### src/rtl/ysyx_bus_arb.sv
// ---------------------------------------------------------------------------
// ysyx_bus_arb
//   Two-master / one-slave bus arbiter. The instruction fetch unit (read-only)
//   and the load/store unit (read/write) share one memory port. A single
//   transaction is outstanding at a time: the winner's request is latched,
//   presented to the slave until granted, and the response is routed back to
//   the owner. A watchdog forces an error response if the slave stays silent.
//
//   Optional feature (macro YSYX_ARB_RR_EN):
//     defined   -> round-robin between IFU and LSU when both request.
//     undefined -> fixed priority, LSU wins over IFU.
//
// Ports
//   clk, rst                 clock (rising edge), async active-low reset
//   ifu_araddr/ifu_arvalid   IFU read request (held until ifu_rvalid)
//   ifu_rdata/ifu_rvalid     IFU response, one-cycle strobe
//   ifu_err                  IFU response is a watchdog timeout
//   lsu_addr/we/wdata/wstrb  LSU request fields
//   lsu_valid                LSU request (held until lsu_rvalid)
//   lsu_rdata/lsu_rvalid     LSU response (rdata is 0 for writes)
//   lsu_err                  LSU response is a watchdog timeout
//   m_req/we/addr/wdata/wstrb  slave request, stable until m_gnt
//   m_gnt                    slave accepted the request
//   m_rvalid/m_rdata         slave response
// ---------------------------------------------------------------------------
module ysyx_bus_arb #(
   parameter int ADDR_W  = 32,
   parameter int DATA_W  = 32,
   parameter int TMO_CYC = 255
) (
   input  logic                  clk,
   input  logic                  rst,
   input  logic [ADDR_W-1:0]     ifu_araddr,
   input  logic                  ifu_arvalid,
   output logic [DATA_W-1:0]     ifu_rdata,
   output logic                  ifu_rvalid,
   input  logic [ADDR_W-1:0]     lsu_addr,
   input  logic                  lsu_we,
   input  logic [DATA_W-1:0]     lsu_wdata,
   input  logic [DATA_W/8-1:0]   lsu_wstrb,
   input  logic                  lsu_valid,
   output logic [DATA_W-1:0]     lsu_rdata,
   output logic                  lsu_rvalid,
   output logic                  lsu_err,
   output logic                  ifu_err,
   output logic                  m_req,
   output logic                  m_we,
   output logic [ADDR_W-1:0]     m_addr,
   output logic [DATA_W-1:0]     m_wdata,
   output logic [DATA_W/8-1:0]   m_wstrb,
   input  logic                  m_gnt,
   input  logic                  m_rvalid,
   input  logic [DATA_W-1:0]     m_rdata
);

   localparam int CNT_W = $clog2(TMO_CYC + 1);
   localparam logic [CNT_W-1:0] TMO_VAL = CNT_W'(TMO_CYC);

   typedef enum logic [1:0] {S_IDLE, S_REQ, S_WAIT, S_RSP} state_t;
   typedef enum logic [1:0] {OWN_NONE, OWN_IFU, OWN_LSU} owner_t;

   state_t           r_state;
   owner_t           r_owner;
   logic [CNT_W-1:0] r_cnt;
   // One-cycle masks: the master just served may still hold its request in
   // the first IDLE cycle after its response; it must not be re-granted.
   logic             r_mask_ifu;
   logic             r_mask_lsu;

   logic w_ifu_req;
   logic w_lsu_req;
   logic w_pick_lsu;

   assign w_ifu_req = ifu_arvalid & ~r_mask_ifu;
   assign w_lsu_req = lsu_valid   & ~r_mask_lsu;

`ifdef YSYX_ARB_RR_EN
   // 1 = LSU was granted most recently, 0 = IFU (reset value).
   logic r_last_lsu;
   assign w_pick_lsu = w_lsu_req & (~w_ifu_req | ~r_last_lsu);
`else
   assign w_pick_lsu = w_lsu_req;
`endif

   always_ff @(posedge clk or negedge rst) begin
      if (!rst) begin
         r_state    <= S_IDLE;
         r_owner    <= OWN_NONE;
         r_cnt      <= '0;
         r_mask_ifu <= 1'b0;
         r_mask_lsu <= 1'b0;
`ifdef YSYX_ARB_RR_EN
         r_last_lsu <= 1'b0;
`endif
         m_req      <= 1'b0;
         m_we       <= 1'b0;
         m_addr     <= '0;
         m_wdata    <= '0;
         m_wstrb    <= '0;
         ifu_rvalid <= 1'b0;
         lsu_rvalid <= 1'b0;
         ifu_err    <= 1'b0;
         lsu_err    <= 1'b0;
         ifu_rdata  <= '0;
         lsu_rdata  <= '0;
      end else begin
         case (r_state)
            S_IDLE: begin
               r_mask_ifu <= 1'b0;
               r_mask_lsu <= 1'b0;
               if (w_ifu_req | w_lsu_req) begin
                  r_state <= S_REQ;
                  m_req   <= 1'b1;
                  if (w_pick_lsu) begin
                     r_owner <= OWN_LSU;
                     m_we    <= lsu_we;
                     m_addr  <= lsu_addr;
                     m_wdata <= lsu_wdata;
                     m_wstrb <= lsu_wstrb;
                  end else begin
                     // IFU is read-only: never drive a write toward the slave.
                     r_owner <= OWN_IFU;
                     m_we    <= 1'b0;
                     m_addr  <= ifu_araddr;
                     m_wdata <= '0;
                     m_wstrb <= '0;
                  end
`ifdef YSYX_ARB_RR_EN
                  r_last_lsu <= w_pick_lsu;
`endif
               end
            end

            S_REQ: begin
               if (m_gnt) begin
                  m_req   <= 1'b0;
                  r_cnt   <= '0;
                  r_state <= S_WAIT;
               end
            end

            S_WAIT: begin
               // A real response wins over a timeout landing in the same cycle.
               if (m_rvalid) begin
                  r_state <= S_RSP;
                  if (r_owner == OWN_LSU) begin
                     lsu_rvalid <= 1'b1;
                     lsu_err    <= 1'b0;
                     lsu_rdata  <= m_we ? '0 : m_rdata;
                  end else begin
                     ifu_rvalid <= 1'b1;
                     ifu_err    <= 1'b0;
                     ifu_rdata  <= m_rdata;
                  end
               end else if (r_cnt == TMO_VAL) begin
                  r_state <= S_RSP;
                  if (r_owner == OWN_LSU) begin
                     lsu_rvalid <= 1'b1;
                     lsu_err    <= 1'b1;
                     lsu_rdata  <= '0;
                  end else begin
                     ifu_rvalid <= 1'b1;
                     ifu_err    <= 1'b1;
                     ifu_rdata  <= '0;
                  end
               end else begin
                  r_cnt <= r_cnt + CNT_W'(1);
               end
            end

            S_RSP: begin
               ifu_rvalid <= 1'b0;
               lsu_rvalid <= 1'b0;
               ifu_err    <= 1'b0;
               lsu_err    <= 1'b0;
               r_mask_ifu <= (r_owner == OWN_IFU);
               r_mask_lsu <= (r_owner == OWN_LSU);
               r_owner    <= OWN_NONE;
               r_state    <= S_IDLE;
            end

            default: r_state <= S_IDLE;
         endcase
      end
   end

endmodule

### config.mk
export PLATFORM = sky130hd
export DESIGN_NAME = ysyx_bus_arb
export DESIGN_NICKNAME = d
export VERILOG_FILES = /design/src/rtl/ysyx_bus_arb.sv
export SDC_FILE = /design/constraint.sdc
export NUM_CORES = 1
export LEC_CHECK = 0
export CAP_MARGIN = 25
export CORE_MARGIN = 2
export CORE_UTILIZATION = 40
export CTS_BUF_LIST = sky130_fd_sc_hd__clkbuf_4 sky130_fd_sc_hd__clkbuf_8
export CTS_CLUSTER_DIAMETER = 50
export DETAILED_ROUTE_END_ITERATION = 16
export GPL_TIMING_DRIVEN = 0
export PLACE_DENSITY = 0.83
export SLEW_MARGIN = 15
export SYNTH_ARGS = -nofsm -noshare
export SYNTH_HDL_FRONTEND = slang
export SYNTH_SLANG_ARGS = --single-unit
### constraint.sdc
create_clock -name clk -period 2.3 [get_ports clk]
set_clock_uncertainty 0.2 [all_clocks]
set_input_delay 0.46 -clock clk [delete_from_list [all_inputs] [get_ports clk]]
set_output_delay 0.46 -clock clk [all_outputs]
set_load 0.01 [all_outputs]
Yosys cells after proc, flatten, opt, wreduce, memory -nomap -nowiden
Index checks and enable logic that the tools add are counted.
- input port bits: 139
- output and inout bits: 138
- word-level logic and storage cells: 100
- register bits: 152
- bitwise gates (word level): 6
- mux-type cells: 48
- equal/unequal tests: 13
- reductions and logical operators: 16
- add/sub/neg operators: 1
- operators with widths (kind ; count):
    two-way mux 32 bit ; 11
    two-way mux 8 bit ; 3
    AND reduction 3 bit ; 6
    two-way mux 1 bit ; 17
    case mux 8 bit (2 select lines) ; 1
    case mux 1 bit (2 select lines) ; 7
    two-way mux 2 bit ; 6
    inequality test 2 bit, second input constant ; 6
    nonzero test 2 bit ; 5
    adder 8 x 1 -> 8 bit, second input constant ; 1
    equality test 8 bit, second input constant ; 1
    case mux 2 bit (4 select lines) ; 1
    equality test 2 bit, second input constant ; 3
    AND reduction 2 bit ; 3
    equality test 2 x 1 -> 1 bit, second input constant ; 2
    two-way mux 4 bit ; 1
    case mux 2 bit (2 select lines) ; 1
    AND reduction 4 bit ; 1
    inequality test 3 bit, second input constant ; 1
    inverter 1 bit ; 3
    AND 1 bit ; 2
    logical NOT 2 bit ; 1
    bitwise OR 1 bit ; 1

Longest topological paths before layout
Gate-level depths: netlist (run 1).
- depth after elaboration: 5
- gate-level depth with buffers: 8
- gate-level depth less buffers: 6

Worst setup path before layout (run 1)
No wires, ideal clock.
- kind: register -> register
- from: reg r_state[0]
- to: reg r_state[1]
- required time: 1975 ps
- path buffers: 1
- data arrival time: 1689 ps
- path slack: 286 ps
- cell stages (with the launch flop): 8
- library setup time: 125 ps
- cell sequence: dfrtp_1 inv_1 ha_1 nand2b_1 clkbuf_1 a21oi_1 a211oi_1 mux2_2
- longest elaborated chain between the ends: 3
- elaborated cells on any way between the ends: 9
- those cells by class: eq/ne (6); mux (1); reduce/logical (2)
- RTL lines (element ; line ; text):
    from (decl) ; 62 ; state_t r_state;
    from (signal assigned) ; 87 ; r_state <= S_IDLE;
    from (signal assigned) ; 112 ; r_state <= S_REQ;
    from (signal assigned) ; 138 ; r_state <= S_WAIT;
    equality test 2 bit, or another cell as far along ; 107 ; case (r_state)
    inequality test 3 bit (no line) / inequality test 2 bit (equally long branches) ; n/a ;
    AND reduction 3 bit (no line) ; n/a ;
Several ways; a longest one is shown, not always the timed one.
A chain may end at the register's enable or synchronous reset.

Final worst setup path (run 1)
- from: reg r_state[0]
- to: reg ifu_rdata[2]
- longest elaborated chain between the ends: 2
- RTL lines (element ; line ; text):
    equality test 2 bit ; 107 ;
    AND reduction 3 bit (no line) ; n/a ;
    to (signal assigned) ; 153 ; ifu_rdata <= m_rdata;
    to (decl) ; 35 ; output logic [DATA_W-1:0] ifu_rdata,
No other way between the ends.

==> run metrics, run 1 <==
TNS Setup 0 ns; gr ovfl total 0; Final Critical Period 2.23 ns; final hold vios 0; Initial Util 41.2%; worst path required time 2.44 ns; Sink Count 152; Worst Setup End Kind flop; area of the multi-input gates 2410 µm²; HP Class flop to flop; core area 16000 µm²; Peak VDD IR 0.617 mV; Final Cycle Share 97.2%; fin util 63.2%; nets@finish 1022; final worst slack 0.0650 ns; Layout Cells excl Fill 1107; sequential fraction of the synthesis area 57.7%; IO Port Bufs 275; initial antenna violation count 0; synthesized area 6600 µm²; # DRC 0; Detailed Place HPWL 14600 µm; H-tree level count 4; total number of vias 5659; Pleak 4.43 nW; final setup fails 0; GP Congestion 0.838; max_cap viols 0; Worst Path Arrival 2.38 ns; Area Growth Syn to Fin 53.4%; DRT iter0 DRCs 217; #FFs+latches synth 152; layout cell share with drive strength beyond 1 7.41%; post-synthesis compound-gate area fraction 15.8%; root buf cell clkbuf_8; largest family of logic cells by synthesized area compound AO/OA/AOI/OAI gates; first-pass GRT wire length 31300 µm; slowest cell on the critical path dfrtp_1; num ports 277; crit-path max cell delay 0.42 ns; simple-gate area share of the yosys netlist 8.74%; Tot Pwr 12.7 mW; unrepaired setup endpoints after global routing true; CTS tree yes; Die Area 17500 µm²; leading cell type in the layout, fill and taps excluded clkdlybuf4s50_1; Clock Path Buffers 2; Final Slew Violations 0; Ys Warns 0; die width 132 µm; worst path cell trace inv_1 -> ha_1 -> inv_1 -> or3_1 -> buf_6 -> buf_8 -> a22o_1; Synth area leaders dfrtp_1 (58%), mux2i_1 (11%), a22o_1 (9.2%), nand2_1 (4.4%), o21ai_0 (3.3%); outcome complete, no violations; Synth Area in Adders 0.948%; post-synth top area share 57.7%; CP delay by family, top buffers and inverters; crit start category flop; FF/Latch Area 3800 µm²; dpl cells 1071; CP Max Fanout 10; Power per Cell Area 1250 nW/µm²; largest area contributor in the netlist dfrtp_1; Routed Antenna Nets 0; Mapped Nets 723; Synth Area in XOR/XNOR 0%; Worst-Skew Late Latency 0.44 ns; fill count 1305; Crit Path Category flop to flop; worst path bufs/invs 4; largest net degree at the start of global routing 80; final WL 19200 µm; Total GRT Usage 22.4%; Post-Syn Instances 579; Die Ht 132 µm; Rows 46; number of vias per cell 5.11; Synth Area per Inst 11.4 µm²; vias in the first global route 5805; Slew HR 61.2%; dpl ws -0.553 ns; FMAX 447 MHz; ANT cells 0; Worst-path clk slew 0.10 ns; synth unique cells 46; total CTS buffers 17; Worst Tran Pin Value 0.582 ns; Worst path most repeated cell inv_1; post-synthesis mux area share 11.0%; DRT Pass-1 Iters 4; most frequent cells in the layout clkdlybuf4s50_1 (274), dfrtp_1 (152), nand2_1 (77); WL per Instance 17.4 µm
==> state kept, by name, summed over array words and instances, names as in the netlist <==
name,cells
ifu_err,1
ifu_rdata,32
ifu_rvalid,1
lsu_err,1
lsu_rdata,32
lsu_rvalid,1
m_addr,32
m_req,1
m_wdata,32
m_we,1
m_wstrb,4
r_cnt,8
r_mask_ifu,1
r_mask_lsu,1
r_owner,2
r_state,2
==> repair_timing <==
action                                  in CTS  in global routing
resized for setup                            2                 15
cloned                                       0                  0
pin swaps                                    0                  1
endpoints found under the setup margin      41                116
setup buffers                                0                  4
hold buffers                                 1                  0
hold endpoints to repair                    73                  0
==> cells in the mapped netlist (all sizes together) <==
library cell  instances
dfrtp               152
nand2                77
mux2i                70
a22o                 69
o21ai                44
inv                  40
clkbuf               29
buf                  15
nor2                  8
nor2b                 6
a21oi                 5
ha                    5
nand3                 5
a211oi                4
nand2b                4
nand3b                4
nor3                  4
nor4                  4
a22oi                 3
a31oi                 2
and3                  2
mux2                  2
nand4                 2
nor3b                 2
o211ai                2
o21a                  2
o221ai                2
or3                   2
a211o                 1
a21boi                1
a21o                  1
a221oi                1
a311oi                1
a32o                  1
and2                  1
and2b                 1
and4                  1
nand4b                1
o31ai                 1
o32a                  1
o32ai                 1
==> final cells by class <==
class | instances | area share (%)
sequential | 152 | 37.6
timing repair buffer | 281 | 27.9
multi-input combinational | 343 | 23.8
tap | 216 | 2.67
buffer | 43 | 2.44
clock buffer | 17 | 2.31
clock inverter | 15 | 1.78
inverter | 40 | 1.48
==> metal layers <==
layer / track usage, % / part of all wire, % / vias up / wire [µm]
met2: 37.9 / 50 / 260 / 9680
met5: 0 / 0 / - / 0
met1: 27.1 / 40 / 2727 / 7610
met4: 7.83 / 1.8 / 0 / 348
li1: - / - / 2648 / -
met3: 7.05 / 8.2 / 24 / 1570
==> worst min-delay path: cells and delay by family, from the launching register on <==
family | cells | cell delay (ns)
flops | 1 | 0.35
compound gates | 1 | 0.06
simple gates | 1 | 0.04
==> final timing paths <==
path                            cells after the start       start  slack, ns            end
worst max-delay path                                7  r_state[0]       0.07   ifu_rdata[2]
worst min-delay path                                2  m_addr[16]       0.28     m_addr[16]
worst max register to register                      7  r_state[0]       0.07   ifu_rdata[2]
worst min register to register                      2  m_addr[16]       0.28     m_addr[16]
max in group asynchronous                           3         rst       0.75  ifu_rdata[23]
min in group asynchronous                           2         rst       0.36  lsu_rdata[15]
==> per-stage QoR <==
stage          hold slack [ns]  cell area [µm²]
2_1_floorplan          -0.0356             6600
3_3_place_gp             0.260             9620
3_5_place_dp             0.269             9650
4_1_cts                  0.281            10100
5_1_grt                  0.317            10100
6_report                 0.281            10100
==> cell families after synthesis <==
logic type | Yosys count
flops | 152
fa+ha+maj | 5
mux | 72
compound gates | 142
simple gates | 124
buf+inv | 84
==> where the power goes <==
group	internal (mW)	total [mW]	switching, mW
registers	3.87	4.58	0.713
clock network	0.924	2.12	1.19
logic	3.26	6.00	2.74
Note: power is estimated with default switching activity, not from simulation.
==> inputs of run 2 (changes only) <==
Clock period 2.3 ns to 2.55 ns, I/O delays scaled along.
==> run metrics, run 2 (synthesis gave the netlist of run 1 again) <==
Final Slew Violations 0 (unchanged); dpl cell area 9650 µm² (unchanged); die width 132 µm (unchanged); Tot Pwr 11.4 mW (-9.9%); vias in the first global route 5799 (-0.10%); Worst-path clk slew 0.10 ns (about the same); Detailed Place HPWL 14600 µm (unchanged); CTS tree yes; IO Port Bufs 275 (unchanged); Final Cycle Share 91.2% (-6.0 points); Worst-Skew Late Latency 0.45 ns (about the same); met3 Usage GRT 7.05% (unchanged); Die Ht 132 µm (unchanged); most frequent cells in the layout clkdlybuf4s50_1 (274), dfrtp_1 (152), nand2_1 (77); total CTS buffers 17 (unchanged); largest net degree at the start of global routing 80 (unchanged); nets@finish 1019 (-0.29%); met2 Usage GRT 37.9% (unchanged); Power per Cell Area 1130 nW/µm² (-9.6%); final WL 19100 µm (-0.33%); Total GRT Usage 22.4% (unchanged); final setup fails 0 (unchanged); GR peak layer met2; worst path cell trace inv_1 -> ha_1 -> nand2b_1 -> clkbuf_1 -> a21oi_1 -> a211oi_1 -> mux2_2; WHS 0.282 ns (+0.000865 ns); HP Class flop to flop; CP Max Fanout 9 (-1); FMAX 430 MHz (-3.9%); Rows 46 (unchanged); Peak VDD IR 0.562 mV (-8.9%); dpl ws -0.353 ns (+0.200 ns); ANT cells 0 (unchanged); DRT iter0 DRCs 215 (-0.92%); crit start category flop; slowest cell on the critical path dfrtp_1; leading cell type in the layout, fill and taps excluded clkdlybuf4s50_1; outcome complete, no violations; final hold vios 0 (unchanged); final worst slack 0.225 ns (+0.160 ns); worst path required time 2.70 ns (+0.26 ns); Routed Antenna Nets 0 (unchanged); Worst Setup End Kind flop; H-tree level count 4 (unchanged); root buf cell clkbuf_8; unrepaired setup endpoints after global routing false; number of vias per cell 5.09 (-0.49%); first-pass GRT wire length 31300 µm (unchanged); WL per Instance 17.3 µm (about the same); Pleak 4.39 nW (-0.92%); Clock Path Buffers 2 (unchanged); gr ovfl total 0 (unchanged); initial antenna violation count 0 (unchanged); Area Growth Syn to Fin 52.8%; total number of vias 5616 (-0.76%); Slew HR 61.1% (-0.16 points); # DRC 0 (unchanged); Initial Util 41.2% (unchanged); core area 16000 µm² (unchanged); layout cell share with drive strength beyond 1 6.19% (-1.2 points); GP Congestion 0.838 (unchanged); DRT Pass-1 Iters 6 (+2); cell area after layout 10100 µm² (-0.38%); crit-path max cell delay 0.40 ns (-0.02 ns); max_cap viols 0 (unchanged); grt met1 use 27.1% (unchanged); Crit Path Category flop to flop; Worst Path Arrival 2.47 ns (+0.09 ns); Sink Count 152 (unchanged); Die Area 17500 µm² (unchanged); num ports 277 (unchanged); Final Critical Period 2.32 ns (+0.0897 ns); Worst Tran Pin Value 0.584 ns (+0.00247 ns)
[run 2: changes by cell type in the layout (fill, tap and decap cells not counted), sizes merged]
| cell | change |
|---|---|
| buf | -4 |
| clkbuf | +1 |
[run 2: worst max-delay path, delay by kind of cell (launching register included)]
kind / cells / cell delay, ns
AOI/OAI and AO/OA: 2 / 0.47
adders and majority gates: 1 / 0.29
buffers and inverters: 2 / 0.39
DFF: 1 / 0.40
muxes: 1 / 0.37
and+or+nand+nor: 1 / 0.10
[run 2: repair_timing]
item / CTS / global route
hold buffers: 1 / 0
resized for setup: 0 / 3
setup endpoints to repair: 0 / 11
buffers inserted: 0 / 0
endpoints found under the hold margin: 73 / 0
[run 2: report_power, final]
group	total [mW]	switching, mW	internal [mW]
clock	1.91	1.08	0.833
sequential	4.13	0.644	3.49
combinational	5.39	2.47	2.92
total	11.4	4.19	7.25
[run 2: area by class of cell]
cell class / count / area, µm²
plain buffers: 44 / 238
clock buffers: 17 / 234
clock inverters: 15 / 180
fillers: 1312 / 5920
inverters: 40 / 150
multi-input cells: 343 / 2410
flip-flops and latches: 152 / 3800
well taps: 216 / 270
repair buffers: 277 / 2800
[run 2: final timing paths]
check / startpoint / to / slack, ns / cells after the start
min reg2reg: m_addr[16] / m_addr[16] / 0.28 / 2
max reg2reg: r_state[0] / r_state[1] / 0.23 / 7
max in group asynchronous: rst / ifu_rdata[23] / 0.97 / 3
min: m_addr[16] / m_addr[16] / 0.28 / 2
max: r_state[0] / r_state[1] / 0.23 / 7
min in group asynchronous: rst / lsu_rdata[15] / 0.40 / 2
[run 2: routing by layer]
metal  wire length [µm]  part of all wire [%]  vias to the layer above
met5                  0                     0                        -
met1               7590                    40                     2704
met4                411                   2.1                        0
met3               1580                   8.2                       29
met2               9570                    50                      241
li1                   -                     -                     2642
[run 2: stage by stage]
stage / setup TNS [ns] / cells / utilization (%)
floorplan: 0 / 579 / -
global placement: -845.31 / 1070 / 60.1
detailed placement: -16.16 / 1071 / 60.3
CTS: 0 / 1104 / 63.0
global route: 0 / 1104 / 63.0
finish: 0 / 1104 / 63.0
==> inputs of run 3 (changes only) <==
Settings changed: CORE_MARGIN 2 to not set.
==> run metrics, run 3 (synthesis gave the netlist of run 1 again) <==
outcome complete, no violations; IO Port Bufs 275 (unchanged); max_cap viols 0 (unchanged); Final Critical Period 2.34 ns (+0.0191 ns); first-pass GRT wire length 28700 µm (-8.1%); total number of vias 5619 (+0.053%); Clock Path Buffers 2 (unchanged); DRT Pass-1 Iters 4 (-2); Hold Path Cell Cnt 2 (unchanged); dpl cells 1071 (unchanged); Worst Path Arrival 2.49 ns (+0.02 ns); Sink Count 152 (unchanged); nets@finish 1019 (unchanged); CP Max Fanout 9 (unchanged); cell area after layout 10100 µm² (about the same); Rows 46 (unchanged); worst setup path endpoint r_state[1]; Die Area 17000 µm² (-3.0%); worst path required time 2.70 ns (about the same); Worst-path clk slew 0.08 ns (-0.02 ns); WHS 0.281 ns (-0.00109 ns); dpl cell area 9650 µm² (unchanged); Final Cycle Share 91.9% (+0.75 points); gr ovfl total 0 (unchanged); # DRC 0 (unchanged); R2R Setup Slk 0.21 ns (-0.02 ns); setup repair bufs after CTS 0 (unchanged); unrepaired setup endpoints after global routing false; Worst Setup End Kind flop; H-tree level count 4 (unchanged); number of vias per cell 5.09 (about the same); Crit Path Category flop to flop; ANT cells 0 (unchanged); largest net degree at the start of global routing 83 (+3.8%); DRT iter0 DRCs 249 (+16%); crit start category flop; GP Congestion 0.836 (-0.25%); total CTS buffers 17 (unchanged); Tot Pwr 11.4 mW (-0.23%); core area 16000 µm² (unchanged); Initial Util 41.2% (unchanged); num ports 277 (unchanged); final setup fails 0 (unchanged); layout cell share with drive strength beyond 1 6.08% (-0.11 points); FMAX 427 MHz (-0.82%); WL per Instance 17.1 µm (-1.6%); HP Class flop to flop; Pleak 4.39 nW (about the same); final WL 18800 µm (-1.6%); leading cell type in the layout, fill and taps excluded clkdlybuf4s50_1; final hold vios 0 (unchanged); Detailed Place HPWL 14300 µm (-2.2%); vias in the first global route 5504 (-5.1%); dpl ws -0.308 ns (+0.0454 ns); root buf cell clkbuf_8; Power per Cell Area 1130 nW/µm² (-0.16%); Slew HR 58.5% (-2.6 points); Critical R2R Capture r_state[1]; crit path launch r_state[0]; Total GRT Usage 22.4% (about the same); Peak VDD IR 0.469 mV (-17%); CTS tree yes; Worst R2R Start r_state[0]; Final Slew Violations 0 (unchanged); Worst Tran Pin Value 0.623 ns (+0.0388 ns); Die Ht 130 µm (-1.5%); Hold Path Origin m_addr[10]; Layout Cells excl Fill 1104 (unchanged); final worst slack 0.206 ns (-0.0191 ns); Routed Antenna Nets 0 (unchanged); Area Growth Syn to Fin 52.7% (about the same); initial antenna violation count 0 (unchanged); cells on worst reg2reg path 7 (unchanged); Worst-Skew Late Latency 0.46 ns (about the same); die width 130 µm (-1.5%); most frequent cells in the layout clkdlybuf4s50_1 (274), dfrtp_1 (152), nand2_1 (77)
## run 3: changes by cell type in the layout (fill, tap and decap cells not counted), sizes merged
cell | previous run | this run
clkbuf | 46 | 50
clkinv | 5 | 3
inv | 48 | 45
bufinv | 1 | 2
## run 3: layer usage
metal	up-vias	GRT usage, %	share of wire (%)
met3	30	7.82	9.2
met5	-	0	0
met2	240	38.0	49
li1	2636	-	-
met1	2713	25.7	39
met4	0	9.74	2.7
## run 3: worst max-delay path: stages, from the launching register on
cell and delay, ns:
dfrtp_1 0.40, inv_1 0.08, ha_1 0.28, nand2b_1 0.10
clkbuf_1 0.32, a21oi_1 0.13, a211oi_1 0.35, mux2_2 0.37
## run 3: area by class of cell
class                      count  area [µm²]
buffer                        44         236
multi-input combinational    343        2410
clock inverter                11         133
fill                        1322        5930
sequential                   152        3800
clock buffer                  21         277
tap                          216         270
timing repair buffer         277        2800
inverter                      40         150
## run 3: how the worst min path moves through the flow
stage / to / slack, ns
global placement: m_addr[22] / 0.26
detailed placement: m_addr[24] / 0.27
finish: m_addr[10] / 0.28
CTS: m_addr[21] / 0.29
floorplan: ifu_err / 0.01
global route: m_addr[10] / 0.30
## run 3: metrics by stage
| step | utilization, % | TNS, ns |
|---|---|---|
| 2_1_floorplan | - | 0 |
| 3_3_place_gp | 60.1 | -837.66 |
| 3_5_place_dp | 60.3 | -11.90 |
| 4_1_cts | 62.9 | 0 |
| 5_1_grt | 63.0 | 0 |
| 6_report | 63.0 | 0 |
## run 3: what timing repair did
action	4_1_cts	5_1_grt
endpoints found under the hold margin	81	0
hold buffers	1	0
resized for setup	0	1
setup endpoints to repair	0	10
## run 3: report_power, final
group | switching, mW | internal, mW
sequential | 0.637 | 3.49
combinational | 2.44 | 2.92
clock | 0.955 | 0.960
total | 4.03 | 7.37
